--- src/rtl/fetch_unit_pkg.sv ---
// Shared definitions for the instruction-fetch slice.
//   XLEN               : datapath / address width
//   RESET_PC_DEFAULT   : default PC loaded on reset
//   NOP_INSTR_DEFAULT  : bubble instruction (addi x0,x0,0) shown while the IF/ID slot is empty
//   fetch_state_e      : fetch FSM encoding (IDLE/REQ/WAIT/HOLD)
//   pc_incr / pc_align : sequential-PC and word-alignment helpers
package fetch_unit_pkg;

  localparam int XLEN = 32;

  localparam logic [XLEN-1:0] RESET_PC_DEFAULT  = 32'h0000_0000;
  localparam logic [XLEN-1:0] NOP_INSTR_DEFAULT = 32'h0000_0013;
  localparam logic [XLEN-1:0] WORD_MASK         = 32'hFFFF_FFFC;

  typedef enum logic [1:0] {
    ST_IDLE = 2'b00,
    ST_REQ  = 2'b01,
    ST_WAIT = 2'b10,
    ST_HOLD = 2'b11
  } fetch_state_e;

  // Wraps modulo 2^XLEN, so 0xFFFF_FFFC steps to 0x0000_0000.
  function automatic logic [XLEN-1:0] pc_incr(input logic [XLEN-1:0] pc);
    return pc + 32'd4;
  endfunction

  function automatic logic [XLEN-1:0] pc_align(input logic [XLEN-1:0] pc);
    return pc & WORD_MASK;
  endfunction

endpackage

--- src/rtl/fetch_unit_if.sv ---
// Instruction-memory request/response bus.
//   req    : fetch request valid (fetch -> imem)
//   addr   : word-aligned fetch address (fetch -> imem)
//   ready  : imem accepts the request this cycle; req && ready is the handshake
//   rvalid : response data valid, at least one cycle after accept
//   rdata  : fetched instruction word
// master = fetch side, slave = memory side.
interface fetch_unit_if;
  import fetch_unit_pkg::*;

  logic            req;
  logic [XLEN-1:0] addr;
  logic            ready;
  logic            rvalid;
  logic [XLEN-1:0] rdata;

  modport master (output req, output addr, input ready, input rvalid, input rdata);
  modport slave  (input req, input addr, output ready, output rvalid, output rdata);

endinterface

--- src/rtl/fetch_unit_skid.sv ---
// Single-entry {instr, pc} buffer catching a fetch response that arrives while
// the IF/ID slot is stalled.
//   clk, rst          : clock, synchronous active-low reset (clears the valid flag only)
//   load              : capture in_instr/in_pc
//   unload            : entry moved on to IF/ID this cycle
//   clear             : flush (redirect); wins over load/unload
//   out_valid/instr/pc: buffered entry
module fetch_unit_skid
  import fetch_unit_pkg::*;
(
  input  logic            clk,
  input  logic            rst,
  input  logic            load,
  input  logic            unload,
  input  logic            clear,
  input  logic [XLEN-1:0] in_instr,
  input  logic [XLEN-1:0] in_pc,
  output logic            out_valid,
  output logic [XLEN-1:0] out_instr,
  output logic [XLEN-1:0] out_pc
);

  always_ff @(posedge clk) begin
    if (!rst)        out_valid <= 1'b0;
    else if (clear)  out_valid <= 1'b0;
    else if (load)   out_valid <= 1'b1;
    else if (unload) out_valid <= 1'b0;
  end

  always_ff @(posedge clk) begin
    if (load) begin
      out_instr <= in_instr;
      out_pc    <= in_pc;
    end
  end

endmodule

--- src/rtl/fetch_unit.sv ---
// Instruction-fetch stage feeding decode. Owns the PC, keeps exactly one imem
// request outstanding, and presents the IF/ID register {o_valid, o_instruct,
// o_currentPC}. Honours downstream stall and the EX redirect (redirect wins).
//   clk, rst        : clock, synchronous active-low reset
//   imem            : instruction-memory bus (master side)
//   i_stall         : decode cannot take the IF/ID contents this cycle
//   i_redirect      : control-flow change from EX, target i_redirect_pc
//   o_valid         : IF/ID holds a real instruction
//   o_instruct      : IF/ID instruction (NOP_INSTR while empty)
//   o_currentPC     : PC of o_instruct
module fetch_unit
  import fetch_unit_pkg::*;
#(
  parameter logic [XLEN-1:0] RESET_PC  = RESET_PC_DEFAULT,
  parameter logic [XLEN-1:0] NOP_INSTR = NOP_INSTR_DEFAULT
)(
  input  logic            clk,
  input  logic            rst,
  fetch_unit_if.master    imem,
  input  logic            i_stall,
  input  logic            i_redirect,
  input  logic [XLEN-1:0] i_redirect_pc,
  output logic            o_valid,
  output logic [XLEN-1:0] o_instruct,
  output logic [XLEN-1:0] o_currentPC
);

  fetch_state_e    state, state_nxt;
  logic [XLEN-1:0] pc, pc_nxt;
  logic            drop, drop_nxt;
  logic            accept;
  logic            slot_free;
  logic            flush;
  logic            load_mem;
  logic            load_skid;
  logic            skid_load;
  logic            skid_valid;
  logic [XLEN-1:0] skid_instr;
  logic [XLEN-1:0] skid_pc;

  // Request is a pure decode of registered state; address is the PC register.
  assign imem.req  = (state == ST_REQ);
  assign imem.addr = pc;

  assign accept    = (state == ST_REQ) && imem.ready;
  assign slot_free = !o_valid || !i_stall;

  always_comb begin
    state_nxt = state;
    pc_nxt    = pc;
    drop_nxt  = drop;
    flush     = 1'b0;
    load_mem  = 1'b0;
    load_skid = 1'b0;
    skid_load = 1'b0;
    if (i_redirect) begin
      flush  = 1'b1;
      pc_nxt = pc_align(i_redirect_pc);
      if (state == ST_WAIT) begin
        // A response landing with the redirect is simply discarded; otherwise
        // the one still in flight must be swallowed when it shows up.
        state_nxt = imem.rvalid ? ST_REQ : ST_WAIT;
        drop_nxt  = !imem.rvalid;
      end else if (accept) begin
        state_nxt = ST_WAIT;
        drop_nxt  = 1'b1;
      end else begin
        state_nxt = ST_REQ;
      end
    end else begin
      case (state)
        ST_IDLE: state_nxt = ST_REQ;
        ST_REQ:  if (accept) state_nxt = ST_WAIT;
        ST_WAIT: begin
          if (imem.rvalid) begin
            state_nxt = ST_REQ;
            if (drop) begin
              drop_nxt = 1'b0;
            end else if (slot_free) begin
              load_mem = 1'b1;
              pc_nxt   = pc_incr(pc);
            end else begin
              skid_load = 1'b1;
              pc_nxt    = pc_incr(pc);
              state_nxt = ST_HOLD;
            end
          end
        end
        ST_HOLD: begin
          if (!i_stall) begin
            load_skid = skid_valid;
            state_nxt = ST_REQ;
          end
        end
        default: state_nxt = ST_IDLE;
      endcase
    end
  end

  always_ff @(posedge clk) begin
    if (!rst) begin
      state <= ST_IDLE;
      pc    <= RESET_PC;
      drop  <= 1'b0;
    end else begin
      state <= state_nxt;
      pc    <= pc_nxt;
      drop  <= drop_nxt;
    end
  end

  fetch_unit_skid u_skid (
    .clk       (clk),
    .rst       (rst),
    .load      (skid_load),
    .unload    (load_skid),
    .clear     (flush),
    .in_instr  (imem.rdata),
    .in_pc     (pc),
    .out_valid (skid_valid),
    .out_instr (skid_instr),
    .out_pc    (skid_pc)
  );

  // IF/ID register boundary
  always_ff @(posedge clk) begin
    if (!rst) begin
      o_valid     <= 1'b0;
      o_instruct  <= NOP_INSTR;
      o_currentPC <= '0;
    end else if (flush) begin
      o_valid    <= 1'b0;
      o_instruct <= NOP_INSTR;
    end else if (load_mem) begin
      o_valid     <= 1'b1;
      o_instruct  <= imem.rdata;
      o_currentPC <= pc;
    end else if (load_skid) begin
      o_valid     <= 1'b1;
      o_instruct  <= skid_instr;
      o_currentPC <= skid_pc;
    end else if (o_valid && !i_stall) begin
      o_valid    <= 1'b0;
      o_instruct <= NOP_INSTR;
    end
  end

endmodule
--- src/flat_wrapper.sv ---
// flat-port wrapper written by rule: the top's interface ports become plain ports
module fetch_unit_flat import fetch_unit_pkg::*;
#(
  parameter logic [XLEN-1:0] RESET_PC  = RESET_PC_DEFAULT,
  parameter logic [XLEN-1:0] NOP_INSTR = NOP_INSTR_DEFAULT
)
  (clk, rst, i_stall, i_redirect, i_redirect_pc, o_valid, o_instruct, o_currentPC, imem_req, imem_addr, imem_ready, imem_rvalid, imem_rdata);
  fetch_unit_if imem_i ();
  input  logic clk;
  input  logic rst;
  input  logic i_stall;
  input  logic i_redirect;
  input  logic [XLEN-1:0] i_redirect_pc;
  output logic o_valid;
  output logic [XLEN-1:0] o_instruct;
  output logic [XLEN-1:0] o_currentPC;
  output wire logic [$bits(imem_i.req)-1:0] imem_req;
  output wire logic [$bits(imem_i.addr)-1:0] imem_addr;
  input wire logic [$bits(imem_i.ready)-1:0] imem_ready;
  input wire logic [$bits(imem_i.rvalid)-1:0] imem_rvalid;
  input wire logic [$bits(imem_i.rdata)-1:0] imem_rdata;
  assign imem_req = imem_i.req;
  assign imem_addr = imem_i.addr;
  assign imem_i.ready = imem_ready;
  assign imem_i.rvalid = imem_rvalid;
  assign imem_i.rdata = imem_rdata;
  fetch_unit #(.RESET_PC(RESET_PC), .NOP_INSTR(NOP_INSTR)) u_core (.clk(clk), .rst(rst), .imem(imem_i), .i_stall(i_stall), .i_redirect(i_redirect), .i_redirect_pc(i_redirect_pc), .o_valid(o_valid), .o_instruct(o_instruct), .o_currentPC(o_currentPC));
endmodule
--- config.mk ---
export PLATFORM = sky130hd
export DESIGN_NAME = fetch_unit_flat
export DESIGN_NICKNAME = d
export VERILOG_FILES = /design/src/rtl/fetch_unit_pkg.sv /design/src/rtl/fetch_unit_if.sv /design/src/rtl/fetch_unit_skid.sv /design/src/rtl/fetch_unit.sv /design/src/flat_wrapper.sv
export SDC_FILE = /design/constraint.sdc
export NUM_CORES = 1
export LEC_CHECK = 0
export ABC_CLOCK_PERIOD_IN_PS = 11390
export CAP_MARGIN = 40
export CORE_MARGIN = 2
export CORE_UTILIZATION = 45
export CTS_CLUSTER_SIZE = 20
export DETAILED_ROUTE_END_ITERATION = 8
export GPL_ROUTABILITY_DRIVEN = 0
export PLACE_DENSITY_LB_ADDON = 0.12
export SETUP_SLACK_MARGIN = 0.02
export SLEW_MARGIN = 10
export SYNTH_ARGS = -nofsm -noshare
export SYNTH_HDL_FRONTEND = slang
export SYNTH_SLANG_ARGS = --single-unit
--- constraint.sdc ---
create_clock -name clk -period 11.39 [get_ports clk]
set_input_delay 3.417 -clock clk [delete_from_list [all_inputs] [get_ports clk]]
set_output_delay 3.417 -clock clk [all_outputs]
set_load 0.005 [all_outputs]
# Yosys cells after proc, flatten, opt, wreduce, memory -nomap -nowiden
# Cells that the tools add are included.
dict set report classes {
  n_addsub 1
  multipliers 0
  div_mod_pow 0
  order_cmp 0
  eq_ne 7
  n_shift 0
  muxes 43
  n_bitwise 3
  reduce_logical 20
}
# operator n
set ops {}
lappend ops {{$mux 32} 9}
lappend ops {{$add 32x3->32 const B} 1}
lappend ops {{$mux 1} 24}
lappend ops {{$mux 2} 9}
lappend ops {{$reduce_and 3->1} 4}
lappend ops {{$reduce_bool 2->1} 5}
lappend ops {{$pmux 2 s4} 1}
lappend ops {{$ne 3x3->1 const B} 2}
lappend ops {{$eq 2x2->1 const B} 2}
lappend ops {{$reduce_or 2->1} 2}
lappend ops {{$logic_not 1->1} 3}
lappend ops {{$ne 3x2->1 const B} 1}
lappend ops {{$not 1->1} 3}
lappend ops {{$reduce_bool 3->1} 1}
lappend ops {{$eq 2x1->1 const B} 1}
lappend ops {{$logic_and 1x1->1} 2}
lappend ops {{$logic_not 2->1} 1}
lappend ops {{$ne 2x2->1 const B} 1}
lappend ops {{$reduce_and 2->1} 1}
lappend ops {{$logic_or 1x1->1} 1}
dict set report totals {
  reg_bits 165
  latchBits 0
  mem_bits_rw 0
  mem_bits_ro 0
  inputBits 70
  output_inout_bits 98
  word_cells 84
  memories 0
}

# Depth between registers and ports, before layout
# Gate-level depths: netlist (run 1).
dict set report depth {
  word_depth 9
  depth_mapped 9
  mapped_depth_nobuf 6
}

# Hierarchy
# A second synthesis (run 1) with hierarchy kept.
dict set report unflattened {
  hier_cells 650
  hier_area_um2 6736.5
}
# mod n_inst cells_per_inst area_each_um2 seq_area_each_um2
set by_module_without_submodules {}
lappend by_module_without_submodules {fetch_unit 1 582 4774.6 1961.9}
lappend by_module_without_submodules {fetch_unit_skid 1 68 1961.9 1941.9}

# Worst setup path before layout (run 1)
# No wires, ideal clock.
dict set report synth_timing {
  path_type {input to register}
  startpoint {in i_redirect}
  endpoint {reg u_core.u_skid.out_instr[0], enable pin}
  setup_ns 0.560
  arrival_ns 7.927
  t_required_ns 10.830
  path_slack_ns 2.903
  path_stages 2
  n_path_buf 1
  path_cell_list {clkbuf_1 nor3_1}
}
dict set report synth_via {
  elab_chain_len 1
}
# item line_no
set synth_lines {}
lappend synth_lines {{start: declaration} flat_wrapper.sv:12} ;# input logic i_redirect;
lappend synth_lines {{$mux 1} fetch_unit.sv:56} ;# if (i_redirect) begin
lappend synth_lines {{named net u_core.skid_load} fetch_unit.sv:36} ;# logic skid_load;
lappend synth_lines {{end signal: assignment} fetch_unit_skid.sv:32} ;# out_instr <= in_instr;
lappend synth_lines {{end: declaration} fetch_unit_skid.sv:19} ;# output logic [XLEN-1:0] out_instr,
# The timed path passes the listed nets, and every way through them passes these cells.
# A chain may end at the register's enable or synchronous reset.

# Worst setup path in the final report (run 1)
dict set report layout_timing {
  startpoint {in i_stall}
  endpoint {reg u_core.u_skid.out_pc[11], enable pin}
}
dict set report layout_via {
  elab_chain_len 7
}
# item line_no
set layout_lines {}
lappend layout_lines {{start: declaration} flat_wrapper.sv:11} ;# input logic i_stall;
lappend layout_lines {{$logic_not 1->1} fetch_unit.sv:46} ;# assign slot_free = !o_valid || !i_stall;
lappend layout_lines {{$logic_or 1x1->1} fetch_unit.sv:46}
lappend layout_lines {{$mux 1} fetch_unit.sv:79} ;# end else if (slot_free) begin
lappend layout_lines {{$mux 1} fetch_unit.sv:77} ;# if (drop) begin
lappend layout_lines {{$mux 1} fetch_unit.sv:75} ;# if (imem.rvalid) begin
lappend layout_lines {{$mux 1} fetch_unit.sv:71} ;# case (state)
lappend layout_lines {{$mux 1} fetch_unit.sv:56}
lappend layout_lines {{named net u_core.skid_load} fetch_unit.sv:36}
lappend layout_lines {{end signal: assignment} fetch_unit_skid.sv:33} ;# out_pc <= in_pc;
lappend layout_lines {{end: declaration} fetch_unit_skid.sv:20} ;# output logic [XLEN-1:0] out_pc
# The timed path passes the listed nets, and every way through them passes these cells.

==> results of run 1 <==
-- stage by stage --
| stage | setup WS [ps] | instances | area, um^2 |
|---|---|---|---|
| floorplan | 2900 | 651 | 6680 |
| global placement | 5220 | 950 | 8400 |
| detailed placement | 5190 | 953 | 8450 |
| CTS | 5640 | 985 | 9060 |
| global route | 5530 | 985 | 9060 |
| finish | 5620 | 985 | 9060 |
-- worst max-delay path, stage by stage --
cell             delay (ps)
clkdlybuf4s50_1         640
nand2_1                 260
nor3_2                  700
buf_4                   740
-- kinds of logic after synthesis --
| family | share of synthesized area, % |
|---|---|
| adder cells (fa/ha/maj) | 0.750 |
| buffers and inverters | 3.92 |
| AO/OA/AOI/OAI | 14.9 |
| AND/OR/NAND/NOR | 17.8 |
| multiplexers | 4.50 |
| XOR/XNOR | 1.05 |
| other | 0.0562 |
| flip-flops | 57.0 |
-- power groups by stage --
stage	clock network [mW]	logic, mW	registers (mW)
6_report	0.583	0.0992	0.619
5_1_grt	0.618	0.108	0.621
4_1_cts	0.592	0.0996	0.619
3_5_place_dp	0	0.0987	0.631
3_3_place_gp	0	0.0957	0.631
2_1_floorplan	0	0.0406	0.628
-- layer usage --
metal | wire, um | vias up
li1 | - | 2657
met1 | 7220 | 2664
met2 | 8510 | 221
met3 | 1230 | 23
met4 | 328 | 0
met5 | 0 | -
-- area by class of cell --
cell class	instances	area, um^2
Fill cell	1185	5480
Sequential cell	159	3800
Multi-Input combinational cell	429	2670
Timing Repair Buffer	172	1710
Clock buffer	17	425
Tap cell	184	230
Clock inverter	15	185
Inverter	9	33.8
-- how the worst max path moves through the flow --
stage                                        endpoint  cells past startpoint
after CTS                    u_core.u_skid.out_pc[14]                      4
after detailed placement     u_core.u_skid.out_pc[24]                      4
after floorplan            u_core.u_skid.out_instr[0]                      2
final                        u_core.u_skid.out_pc[11]                      4
after global placement    u_core.u_skid.out_instr[12]                      4
after global routing          u_core.u_skid.out_pc[6]                      4
-- cells in the final DEF (no fill, tap or decap), drive strengths merged, types with 13 or more instances in the layout --
cell type / n
a31oi: 40
nand2: 116
inv: 13
nor2: 13
o21ai: 31
clkbuf: 17
dfxtp: 97
clkdlybuf4s50: 160
o211a: 35
edfxtp: 62
nand3: 44
mux2i: 30
-- sequential cells by signal, summed over array words and instances, names as in the netlist, 2 cells and up --
signal	flops
u_core.state	2
u_core.u_skid.out_pc	30
u_core.o_currentPC	30
u_core.u_skid.out_instr	32
u_core.o_instruct	32
u_core.imem.addr	30
==> out/results.ini, run 1 <==
[run_status]
outcome = completed

[timing]
fmax_mhz = 173
hold_viol_final = 0
whs_ps = 471
setup_viol = 0
min_period_ps = 5770
final_max_slew_viol_count = 0
clock-skew-final_ps = 4.44
worst_pin_slew_ps = 843
setup_tns_ps = 0
rsz0062_at_grt = false
finalCritPeriodShare_pct = 50.7
max_slew_margin_pct = 43.5

[layout]
area_growth_syn_to_layout_pct = 35.8
final_nets = 862
antennaDiodeCount = 0
fin_util_pct = 62.3
drive_above_1_share_pct = 6.24

[grt]
grt.busiest_layer = met2
antenna_found_initial = 0
grt_max_degree = 68
grt_use_met2_pct = 36.2
met1_usage_pct = 27.5
track_usage_pct = 21.6
grt_pass1_wl_um = 27600
use_met3_pct = 4.89
grt_overflow = 0
grt_pass1_vias = 5427

[cts]
cts_sinks = 159
clock_latency_ps = 420
cts_buffers = 17
cts.root.buffer_cell = clkbuf_16
clkTransAtPathRegs_ps = 60
cts_tree = yes
post_cts_buffers = 0
holdBufCountCts = 0
clock_path_buffers = 2
cts_resized = 0
cts-htree-levels = 4

[floorplanning]
die_x_um = 126
fp.coreArea_um2 = 14500
start_util_pct = 45.9
ioPinCount = 168
dieArea_um2 = 15800
row_count = 44
fp.dieH_um = 126

[yosys]
synth_cells = 648
yosysWarnings = 0
async_flop_share_pct = 0
syn_area_per_cell_um2 = 10.3
yosys.area.top_type_share_pct = 29.1
synth_edf_count = 62
synth_common_cells = nand2_1, dfxtp_1, edfxtp_1, nand3_1, a31oi_1
netlist_area_um2 = 6670
ys_types = 45
synthMostInstantiatedCell = nand2_1
synth-seq-cells = 159
synth_top_area_cell = dfxtp_1
yosysSeqAreaShare_pct = 57.0
synthTopCellsByArea = dfxtp_1, edfxtp_1, nand2_1
synth_top_flop_cell = dfxtp_1

[min_path]
hp-class = reg2reg
min_delay_path_depth = 2
worstHoldEndpoint = u_core.o_instruct[6]
holdCritStartpoint = u_core.o_instruct[6]

[pwr]
internal-power_mw = 1.01
switching_power_uw = 295
leakage_nw = 3.37
ir_drop_v = 0.000107
clkPwrFrac_pct = 44.8
switching_share_pct = 22.6
combPwrFrac_pct = 7.6
power_frac_seq_pct = 47.6
power_density_nw_per_um2 = 144
power_mw = 1.30

[placement]
post-dp-hpwl_um = 11200
port_buffers = 161

[critical_path]
startpoint_type = input pin
worstPathRequired_ps = 11440
crit_fanout = 55
r2r_end = u_core.u_skid.out_pc[11]
r2r-start = u_core.state[0]
worstSetupStartpoint = i_stall
worstRegToRegCells = 5
r2r_setup_slack_ps = 8620
end_kind = flip-flop
worstPathArrival_ps = 5820
crit_type = in2reg

[drt]
drc = 0
wl_per_cell_um = 17.5
ant_nets = 0
dr.pass1.iters = 5
avgViaCountPerCell = 5.65
vias = 5565
drt-initial-drc-count = 402
routed_wirelength_um = 17300

[flow_run]
maxCapViolCount = 0

Power figures use the tool's default switching activity.
==> run 2: changes to the inputs <==
Settings changed: ABC_CLOCK_PERIOD_IN_PS 11390 to 5500.
Clock period 11.39 ns to 5.5 ns, I/O delays scaled along.
==> run 2 against run 1 <==
Compared with the run above:
- non-clock buffer count is 2 higher
- clock power rose by 87%
- sequential share of layout area up 0.12 points
- final cell count up 0.10%
- first-iteration DRC count down 16%
- clock skew increased by 1.0 ps
- hold slack lost 6.1 ps
- routed wire length about the same
- combinational power up 110%
- global-route usage is 0.24 points higher
- via count shrank 0.31%
==> out/results.ini, run 2 (same netlist as run 1, synthesis figures left out) <==
[layout]
final_nets = 864
antennaDiodeCount = 0
final_area_um2 = 9030
area_growth_syn_to_layout_pct = 35.4
layout_commonest_cell = clkdlybuf4s50_1
fillCellCount = 1207
drive_above_1_share_pct = 6.11
reg_top3 = u_core.o_instruct: 32 flops, u_core.u_skid.out_instr: 32 flops
layout_common_cells = clkdlybuf4s50_1, nand2_1, dfxtp_1

[floorplanning]
row_count = 44
fp.coreArea_um2 = 14500
ioPinCount = 168
fp.dieH_um = 126
dieArea_um2 = 15800
start_util_pct = 45.9
die_x_um = 126

[timing]
final_max_slew_viol_count = 0
hold_viol_final = 0
setup_viol = 0
setup_tns_ps = 0
clock-skew-final_ps = 5.46
rsz0062_at_grt = false
whs_ps = 465
worst_pin_slew_ps = 791
finalCritPeriodShare_pct = 64.6
max_slew_margin_pct = 46.8
min_period_ps = 3550
fmax_mhz = 282

[critical_path]
crit_chain = clkdlybuf4s50_1 -> buf_4 -> nor4bb_4 -> buf_4 -> a311oi_4 -> buf_4 -> nor2b_1 -> o31ai_1
worstPathArrival_ps = 3890
crit_type = in2reg
slowest_delay_ps = 470
worstRegToRegCells = 5
startpoint_type = input pin
cpMostUsedCell = buf_4
r2r_setup_slack_ps = 3120
r2r-start = u_core.state[1]
end_kind = flip-flop
crit_path_top_delay_cell = buf_4
crit_fanout = 33
r2r_end = u_core.imem.addr[26]
worstPathRequired_ps = 5830

[cts]
cts-htree-levels = 4
holdBufCountCts = 0
cts_sinks = 159
cts_buffers = 17
cts_tree = yes
clock_path_buffers = 2
cts.root.buffer_cell = clkbuf_16
clock_latency_ps = 420
cts_resized = 0
post_cts_buffers = 0
clkTransAtPathRegs_ps = 60

[pwr]
power_density_nw_per_um2 = 285
leakage_nw = 3.38
ir_drop_v = 0.000198

[placement]
place_area_um2 = 8490
post-dp-hpwl_um = 11000
port_buffers = 161

[min_path]
holdCritStartpoint = u_core.o_instruct[25]
hp-class = reg2reg
min_delay_path_depth = 2
worstHoldEndpoint = u_core.o_instruct[25]

[drt]
dr.pass1.iters = 4
ant_nets = 0
vias = 5548
routed_wirelength_um = 17300
drt-initial-drc-count = 337
drc = 0
wl_per_cell_um = 17.5
avgViaCountPerCell = 5.63

[grt]
grt_overflow = 0
antenna_found_initial = 0
grt_pass1_wl_um = 28000
grt_pass1_vias = 5485
track_usage_pct = 21.8
grt_max_degree = 70

[run_status]
outcome = completed

[flow_run]
maxCapViolCount = 0

run 2: area by class of cell:
type | instances | area [um^2] | share of cell area, %
clock buffer | 19 | 443 | 4.90
inverter | 9 | 33.8 | 0.374
sequential | 159 | 3800 | 42.1
clock inverter | 12 | 96.3 | 1.07
multi-input combinational | 429 | 2670 | 29.6
timing repair buffer | 174 | 1750 | 19.4
tap | 184 | 230 | 2.55
run 2: worst max path at each step:
stage           startpoint                          to  depth (start not counted)
6_report        i_redirect        u_core.o_instruct[0]                          8
2_1_floorplan   i_redirect  u_core.u_skid.out_instr[0]                          2
3_3_place_gp   imem_rvalid       u_core.o_instruct[21]                          6
4_1_cts         i_redirect        u_core.o_instruct[0]                          8
3_5_place_dp    i_redirect        u_core.o_instruct[1]                          8
5_1_grt         i_redirect        u_core.o_instruct[0]                          8
run 2: power by group:
group | internal [mW] | switching, mW | leakage (nW)
Combinational | 0.120 | 0.0883 | 1.77
Clock | 0.625 | 0.460 | 0.266
Sequential | 1.25 | 0.0348 | 1.35
run 2: per-layer routing:
metal / GRT usage [%] / wire, um / vias to the layer above
met5: 0 / 0 / -
met2: 35.5 / 8120 / 163
met4: 7.43 / 323 / 0
met1: 28.6 / 7970 / 2698
met3: 5.61 / 864 / 27
li1: - / - / 2660
run 2: worst max-delay path: cells and delay by family:
family | cells | cell delay, ps
buf+inv | 4 | 1420
simple gates | 2 | 510
compound gates | 2 | 290
run 2: stage by stage:
step / util [%] / setup slack, ps / power (mW) / std cells
finish: 62.1 / 1950 / 2.58 / 986
global route: 62.1 / 1810 / 2.67 / 986
CTS: 62.1 / 1960 / 2.59 / 986
detailed placement: 58.4 / 1540 / 1.52 / 955
global placement: 58.0 / 1260 / 1.50 / 952
floorplan: - / 698 / 1.38 / 651
==> run 3: changes to the inputs <==
Settings changed: ABC_CLOCK_PERIOD_IN_PS 5500 to 3100, CORE_UTILIZATION 45 to 44.
Clock period 5.5 ns to 3.1 ns, I/O delays scaled along.
==> run 3 against run 2 <==
Compared with the run above:
- clock power rose by 77%
- setup slack worse by 1400 ps
- final area increased by 1.6%
- first-iteration DRC count is 35% lower
- sequential power increased by 77%
- global-route usage about the same
- non-clock buffer count is 13 higher
- via count down 0.87%
- flip-flop and latch count did not move
- combinational power is 82% higher
- largest cell class unchanged
==> out/results.ini, run 3 (same netlist as run 1, synthesis figures left out) <==
[timing]
whs_ps = 462
setup_viol = 0
worst_pin_slew_ps = 795
final_max_slew_viol_count = 0
setup_tns_ps = 0
min_period_ps = 2560
fmax_mhz = 390
finalCritPeriodShare_pct = 82.7
clock-skew-final_ps = 6.14
hold_viol_final = 0
rsz0062_at_grt = false
max_slew_margin_pct = 46.5

[drt]
ant_nets = 0
routed_wirelength_um = 17400
wl_per_cell_um = 17.3
drt-initial-drc-count = 219
avgViaCountPerCell = 5.48
vias = 5500
dr.pass1.iters = 6
drc = 0

[layout]
fin_util_pct = 61.1
area_growth_syn_to_layout_pct = 37.6
final_nets = 877
layout_common_cells = clkdlybuf4s50_1, nand2_1, dfxtp_1
reg_top3 = u_core.o_instruct: 32 flops, u_core.u_skid.out_instr: 32 flops
layout_commonest_cell = clkdlybuf4s50_1
antennaDiodeCount = 0
drive_above_1_share_pct = 7.48

[grt]
grt_overflow = 0
grt_pass1_vias = 5552
grt_pass1_wl_um = 28000
use_met3_pct = 6.28
track_usage_pct = 21.8
antenna_found_initial = 0
grt_use_met2_pct = 35.8
grt.busiest_layer = met2
grt_max_degree = 48
met1_usage_pct = 28.0

[floorplanning]
fp.dieH_um = 127
fp.coreArea_um2 = 15000
dieArea_um2 = 16200
row_count = 45
start_util_pct = 44.4
ioPinCount = 168
die_x_um = 127

[min_path]
hp-class = reg2reg
min_delay_path_depth = 2

[cts]
holdBufCountCts = 0
cts_tree = yes
cts_resized = 0
clock_path_buffers = 2
cts_buffers = 17
cts_sinks = 159
clkTransAtPathRegs_ps = 60
cts.root.buffer_cell = clkbuf_16
post_cts_buffers = 0
cts-htree-levels = 4
clock_latency_ps = 420

[pwr]
power_density_nw_per_um2 = 499
ir_drop_v = 0.000385
leakage_nw = 3.45
power_mw = 4.58

[critical_path]
crit_chain = inv_1 -> ha_1 -> clkdlybuf4s50_1
end_kind = output port
worstPathRequired_ps = 2170
slowest_delay_ps = 570
worstPathArrival_ps = 1630
crit_path_top_delay_cell = clkdlybuf4s50_1
startpoint_type = flip-flop
crit_type = reg2out
worstRegToRegCells = 4
crit_fanout = 5

[flow_run]
maxCapViolCount = 0

[run_status]
outcome = completed

[placement]
port_buffers = 161
post-dp-hpwl_um = 11700

## run 3: changes by cell type in the layout (fill, tap and decap cells not counted)
| cell | previous run | this run |
|---|---|---|
| buf_4 | 10 | 19 |
| buf_12 | 0 | 7 |
| buf_16 | 2 | 0 |
| clkbuf_1 | 1 | 3 |
| clkinv_2 | 6 | 4 |
| clkinvlp_4 | 2 | 4 |
| buf_8 | 1 | 0 |
| clkinv_4 | 2 | 1 |
## run 3: worst paths after layout
kind | from | endpoint | slack [ps]
worst min register to register | u_core.o_instruct[22] | u_core.o_instruct[22] | 460
worst max register to register | u_core.imem.addr[12] | u_core.imem.addr[27] | 850
worst max-delay path | u_core.state[1] | imem_req | 540
worst min-delay path | u_core.o_instruct[22] | u_core.o_instruct[22] | 460
## run 3: critical path: cells and delay by family, from the launching register on
kind | cells | cell delay [ps]
fa+ha+maj | 1 | 240
buf+inv | 2 | 640
flops | 1 | 340
## run 3: power by group
part	switching (mW)	internal, mW
combinational	0.158	0.221
clock	0.810	1.12
sequential	0.0609	2.21
total	1.03	3.55
## run 3: area by class of cell
cell class                 instances  area (um^2)
tap                              188          235
sequential                       159         3800
inverter                           9         33.8
clock buffer                      21          450
multi-input combinational        429         2670
clock inverter                    11         92.6
fill                            1223         5850
timing repair buffer             187         1890
## run 3: routing by layer
layer	wire length, um	up-vias
li1	-	2681
met1	7680	2644
met2	8560	162
met3	977	13
met4	199	0
met5	0	-
## run 3: metrics by stage
stage | cells | instance area (um^2) | setup WS (ps)
global placement | 972 | 8640 | 211
finish | 1004 | 9180 | 537
global route | 1004 | 9180 | 405
floorplan | 651 | 6690 | 13.9
CTS | 1004 | 9180 | 525
detailed placement | 972 | 8640 | 135
